==> src/rtl/seq_arith_unit.sv <==
// seq_arith_unit: signed ADD/SUB/MUL in one cycle, iterative restoring DIV with quotient and remainder.
// Define ARITH_SAT_EN to saturate arith_out to the in_width signed range on overflow.
module seq_arith_unit #(
    parameter int in_width  = 8,
    parameter int out_width = 16
) (
    input  logic                 clk,
    input  logic                 rst,
    input  logic [in_width-1:0]  a,
    input  logic [in_width-1:0]  b,
    input  logic                 arith_enable,
    input  logic [1:0]           alu_func_arith,
    output logic                 busy,
    output logic [out_width-1:0] arith_out,
    output logic [in_width-1:0]  remainder,
    output logic                 carry_out,
    output logic                 overflow,
    output logic                 div_by_zero,
    output logic                 arith_flag
);
    localparam int cw = $clog2(in_width + 1);

    typedef enum logic {IDLE, DIV_RUN} state_t;

    state_t               state;
    logic [in_width-1:0]  dvs, quo, quo_nx, rem, rem_nx, r_res;
    logic [in_width:0]    shifted, trial;
    logic [cw-1:0]        cnt;
    logic [out_width-1:0] hi, lo, ax, bx, fast_res, fast_out, q_res, q_out;
    logic                 q_neg, r_neg, fast_ovf, q_ovf, add_c, sub_c;

    function automatic logic [out_width-1:0] sext(input logic [in_width-1:0] v);
        return {{(out_width-in_width){v[in_width-1]}}, v};
    endfunction

    function automatic logic [out_width-1:0] zext(input logic [in_width-1:0] v);
        return {{(out_width-in_width){1'b0}}, v};
    endfunction

    function automatic logic [in_width-1:0] mag(input logic [in_width-1:0] v);
        return v[in_width-1] ? -v : v;
    endfunction

    function automatic logic out_of_range(input logic [out_width-1:0] v, h, l);
        return $signed(v) > $signed(h) || $signed(v) < $signed(l);
    endfunction

    // Low out_width bits of the product are sign-agnostic, so a plain multiply of the extended operands is exact.
    always_comb begin
        hi       = zext({1'b0, {(in_width-1){1'b1}}});
        lo       = ~hi;
        ax       = sext(a);
        bx       = sext(b);
        add_c    = in_width'(a + b) < a;
        sub_c    = a < b;
        fast_res = alu_func_arith == 2'b00 ? ax + bx :
                   alu_func_arith == 2'b01 ? ax - bx : ax * bx;
        fast_ovf = out_of_range(fast_res, hi, lo);
        shifted  = {rem, quo[in_width-1]};
        trial    = shifted - {1'b0, dvs};
        quo_nx   = {quo[in_width-2:0], ~trial[in_width]};
        rem_nx   = trial[in_width] ? shifted[in_width-1:0] : trial[in_width-1:0];
        q_res    = q_neg ? -zext(quo_nx) : zext(quo_nx);
        r_res    = r_neg ? -rem_nx : rem_nx;
        q_ovf    = out_of_range(q_res, hi, lo);
`ifdef ARITH_SAT_EN
        fast_out = fast_ovf ? (fast_res[out_width-1] ? lo : hi) : fast_res;
        q_out    = q_ovf ? (q_res[out_width-1] ? lo : hi) : q_res;
`else
        fast_out = fast_res;
        q_out    = q_res;
`endif
    end

    always_ff @(posedge clk or negedge rst) begin
        if (!rst) begin
            state       <= IDLE;
            busy        <= 1'b0;
            arith_out   <= '0;
            remainder   <= '0;
            carry_out   <= 1'b0;
            overflow    <= 1'b0;
            div_by_zero <= 1'b0;
            arith_flag  <= 1'b0;
            dvs         <= '0;
            quo         <= '0;
            rem         <= '0;
            cnt         <= '0;
            q_neg       <= 1'b0;
            r_neg       <= 1'b0;
        end else begin
            arith_flag <= 1'b0;
            if (state == DIV_RUN) begin
                quo <= quo_nx;
                rem <= rem_nx;
                cnt <= cnt + 1'b1;
                if (cnt == cw'(in_width - 1)) begin
                    state       <= IDLE;
                    busy        <= 1'b0;
                    arith_flag  <= 1'b1;
                    arith_out   <= q_out;
                    remainder   <= r_res;
                    overflow    <= q_ovf;
                    carry_out   <= 1'b0;
                    div_by_zero <= 1'b0;
                end
            end else if (arith_enable) begin
                if (alu_func_arith == 2'b11 && b != '0) begin
                    state <= DIV_RUN;
                    busy  <= 1'b1;
                    dvs   <= mag(b);
                    quo   <= mag(a);
                    rem   <= '0;
                    cnt   <= '0;
                    q_neg <= a[in_width-1] ^ b[in_width-1];
                    r_neg <= a[in_width-1];
                end else if (alu_func_arith == 2'b11) begin
                    arith_flag  <= 1'b1;
                    arith_out   <= '1;
                    remainder   <= a;
                    carry_out   <= 1'b0;
                    overflow    <= 1'b0;
                    div_by_zero <= 1'b1;
                end else begin
                    arith_flag  <= 1'b1;
                    arith_out   <= fast_out;
                    remainder   <= '0;
                    carry_out   <= alu_func_arith == 2'b00 ? add_c : alu_func_arith == 2'b01 && sub_c;
                    overflow    <= fast_ovf;
                    div_by_zero <= 1'b0;
                end
            end
        end
    end
endmodule
==> config.mk <==
export PLATFORM = sky130hd
export DESIGN_NAME = seq_arith_unit
export DESIGN_NICKNAME = d
export VERILOG_FILES = /design/src/rtl/seq_arith_unit.sv
export SDC_FILE = /design/constraint.sdc
export NUM_CORES = 1
export LEC_CHECK = 0
export ABC_AREA = 1
export BUFFER_PORTS_ARGS = -buffer_cell sky130_fd_sc_hd__buf_2
export CORE_MARGIN = 1.5
export CORE_UTILIZATION = 55
export DETAILED_ROUTE_END_ITERATION = 10
export PLACE_DENSITY = 0.81
export REMOVE_ABC_BUFFERS = 1
export SLEW_MARGIN = 20
export SYNTH_ARGS = -nofsm -noshare
export SYNTH_HDL_FRONTEND = slang
export SYNTH_SLANG_ARGS = --single-unit
==> constraint.sdc <==
create_clock -name clk -period 6.4 [get_ports clk]
set_input_delay 0.32 -clock clk [delete_from_list [all_inputs] [get_ports clk]]
set_output_delay 0.32 -clock clk [all_outputs]
set_load 0.1 [all_outputs]
==> results.yml <==
worst_setup_path:
  arrival_ns: 5.00
  crit_fanout: 14
  crit_chain: "buf_2 > inv_1 > nor2_1 > fa_1 > inv_1 > fa_1 > inv_1 > fa_1 > inv_1 > fa_1 > inv_1 > ha_1 > nand2_1 > inv_1 > a21oi_1 > nand3_1 > nand3_1 > nand3_1 > nand2_1 > nand2_1 > nor3_1 > nand4_1 > nand2_1 > a21oi_1"
  cp_slowest_cell: "fa_1"
  cp_common_cell: "inv_1"
  cp-end-kind: "flip-flop"
  start_kind: "input port"
  reg2reg_slack_ns: 3.03
  worstSetupPathType: "input port to flip-flop"
  slowest_delay_ns: 0.56
  required_ns: 6.61
synthesis:
  syn-cell-area_um2: 7609
  synth-edff-count: 0
  synth_area_leaders: "dfrtp_1 (20%), fa_1 (15%), inv_1 (12%)"
  yosysWarnings: 0
  yosysSeqAreaShare_pct: 19.73
  synth_cell_type_count: 49
  synth_top_cell_by_area: "dfrtp_1"
  synthCells: 1075
  synth_top_area_share_pct: 19.73
  ys_seq_elements: 60
  syn_area_per_cell_um2: 7.078
  synth_async_sr_flop_share_pct: 100.0
  ys.flop_type: "dfrtp_1"
timing:
  worst_slew_pin_slew_ns: 0.9037
  rsz0062_at_grt: "no"
  post-route-period-util_pct: 74.87
  relSlewSlack_pct: 39.69
  finClkSkew_ns: 0.008886
  finalSetupTns_ns: 0
  timing_hold_violations_final: 0
  fmax_mhz: 208.7
  slew_viol_final: 0
  fin_crit_ns: 4.792
  setup_viol: 0
detailed_routing:
  wl_per_cell_um: 15.02
  drc: 0
  drtPass1Iterations: 6
  viasPerCell: 5.429
  drtIter0Drc: 737
  vias: 6971
  ant_nets: 0
  wl_mm: 19.28
global_routing:
  track_usage_pct: 28.42
  grt_remaining_overflow: 0
  grt_max_degree: 61
  grt_pass1_vias: 7036
  grt_pass1_wl_mm: 32.95
  antenna_found_initial: 0
cells_and_area:
  drive_above_1_share_pct: 9.116
  area_growth_pct: 8.633
  diodes: 0
  stdcell_count: 1284
  num-nets-final: 1249
  fin_area_um2: 8265
clocking:
  cts_htree_levels: 3
  cts_tree: "done"
  cts_hold_buffers: 0
  worstSkewPairLatency_ns: 0.33
  numClockSinks: 60
  cts_setup_buffers: 0
  cts-resized-gates: 0
  root_buffer: "clkbuf_16"
  clk_pin_slew_worst_paths_ns: 0.05
  numCtsBuffers: 9
  cts.path.max_buffers: 2
die:
  ioPinCount: 50
  rows: 42
  die_h_um: 120.6
  core_um2: 13350
  dieArea_um2: 14550
  die_w_um: 120.6
  initial_core_util_pct: 57.00
placement:
  io_buffers: 49
  routabilityCongestion: 1.023
  postPlaceCellArea_um2: 7941
  dp_cells: 1268
  hpwlAfterDp_mm: 15.34
status:
  outcome: "complete, no violations"
pwr:
  ir_drop_uv: 420.9
  power.density_nw_per_um2: 553.6
  power.leakage_uw: 0.004660
  power.total_uw: 4576
run:
  drv_cap: 0
worst_hold_path:
  hp-class: "input port to asynchronous set/reset pin"
final timing paths:
path / start / to / cells past startpoint
max reg2reg: state / arith_out[8] / 6
min reg2reg: div_by_zero / div_by_zero / 2
min: rst / dvs[4] / 2
max: b[7] / overflow / 24
min in group clk: b[0] / dvs[0] / 3
max in group asynchronous: rst / carry_out / 2
cell usage after synthesis, types with 4 or more instances:
cell        n
o21ai_0    53
o221ai_1   11
o21a_1      4
ha_1       67
nand2_1   240
or2_2       4
a21oi_1    46
xor2_1     25
dfrtp_1    60
o211ai_1   10
xnor2_1     7
inv_1     240
nor3_1     17
nand3_1    58
inv_2       7
nor2_1     61
clkbuf_1   22
fa_1       58
a31oi_1     4
nand4_1    11
o21bai_1    5
o22ai_1     9
buf_2      10
nand2_2     9
area by class of cell:
cell class	count	area, um2
clock buffers	9	225.2
repair buffers	50	252.7
flip-flops and latches	60	1501
well taps	176	220.2
fillers	1251	5082
multi-input cells	732	5029
clock inverters	7	98.84
inverters	250	938.4
state kept, by name, summed over array words and instances, names as in the netlist:
name,count
arith_flag,1
arith_out,16
busy,1
carry_out,1
cnt,4
div_by_zero,1
dvs,8
overflow,1
q_neg,1
quo,8
r_neg,1
rem,8
remainder,8
state,1
report_power, final:
| part | internal, uW | total [uW] | leakage [uW] | switching, uW |
|---|---|---|---|---|
| sequential | 569 | 709 | 0.000716 | 139 |
| clock | 343 | 528 | 0.000156 | 185 |
| combinational | 1000 | 3340 | 0.00379 | 2340 |
placed cells by master (no fill, tap or decap), drive strengths merged, types with 46 or more instances in the layout:
cell / instances
a21oi: 46
buf: 50
dfrtp: 60
fa: 58
ha: 67
inv: 249
nand2: 251
nand3: 61
nor2: 65
o21ai: 57
worst max-delay path: cells and delay by family:
| kind | cells | cell delay, ns |
|---|---|---|
| AO/OA/AOI/OAI | 2 | 0.23 |
| adder cells (fa/ha/maj) | 5 | 2.48 |
| buffers and inverters | 7 | 0.82 |
| AND/OR/NAND/NOR | 10 | 1.15 |
kinds of logic (layout without fill, tap and decap cells):
logic type                 Yosys count  in the layout  share of synthesized area, %
and+or+nand+nor                    420            420                         23.99
buffers and inverters              283            316                         14.18
AOI/OAI and AO/OA                  155            155                         12.14
adders and majority gates          125            125                         26.28
DFF                                 60             60                         19.73
xor gates and xnor gates            32             32                         3.684
per-stage QoR:
stage               worst slack (ns)  utilization (%)  hold WS [ns]
floorplan                      2.025                -       0.02441
global placement               1.442            59.50        0.4562
detailed placement             1.376            59.50        0.4605
CTS                            1.696            61.92        0.1727
global route                   1.271            61.92        0.2023
finish                         1.608            61.92        0.1314
routing by layer:
layer / vias up / GRT usage [%] / routed length (um) / share of wire, %
met4: 0 / 10.29 / 574 / 3.0
met1: 3255 / 36.62 / 8123 / 42
li1: 3407 / - / - / -
met2: 262 / 48.40 / 9270 / 48
met5: - / 0 / 0 / 0
met3: 47 / 4.434 / 1315 / 6.8
Note: power is estimated with default switching activity, not from simulation.
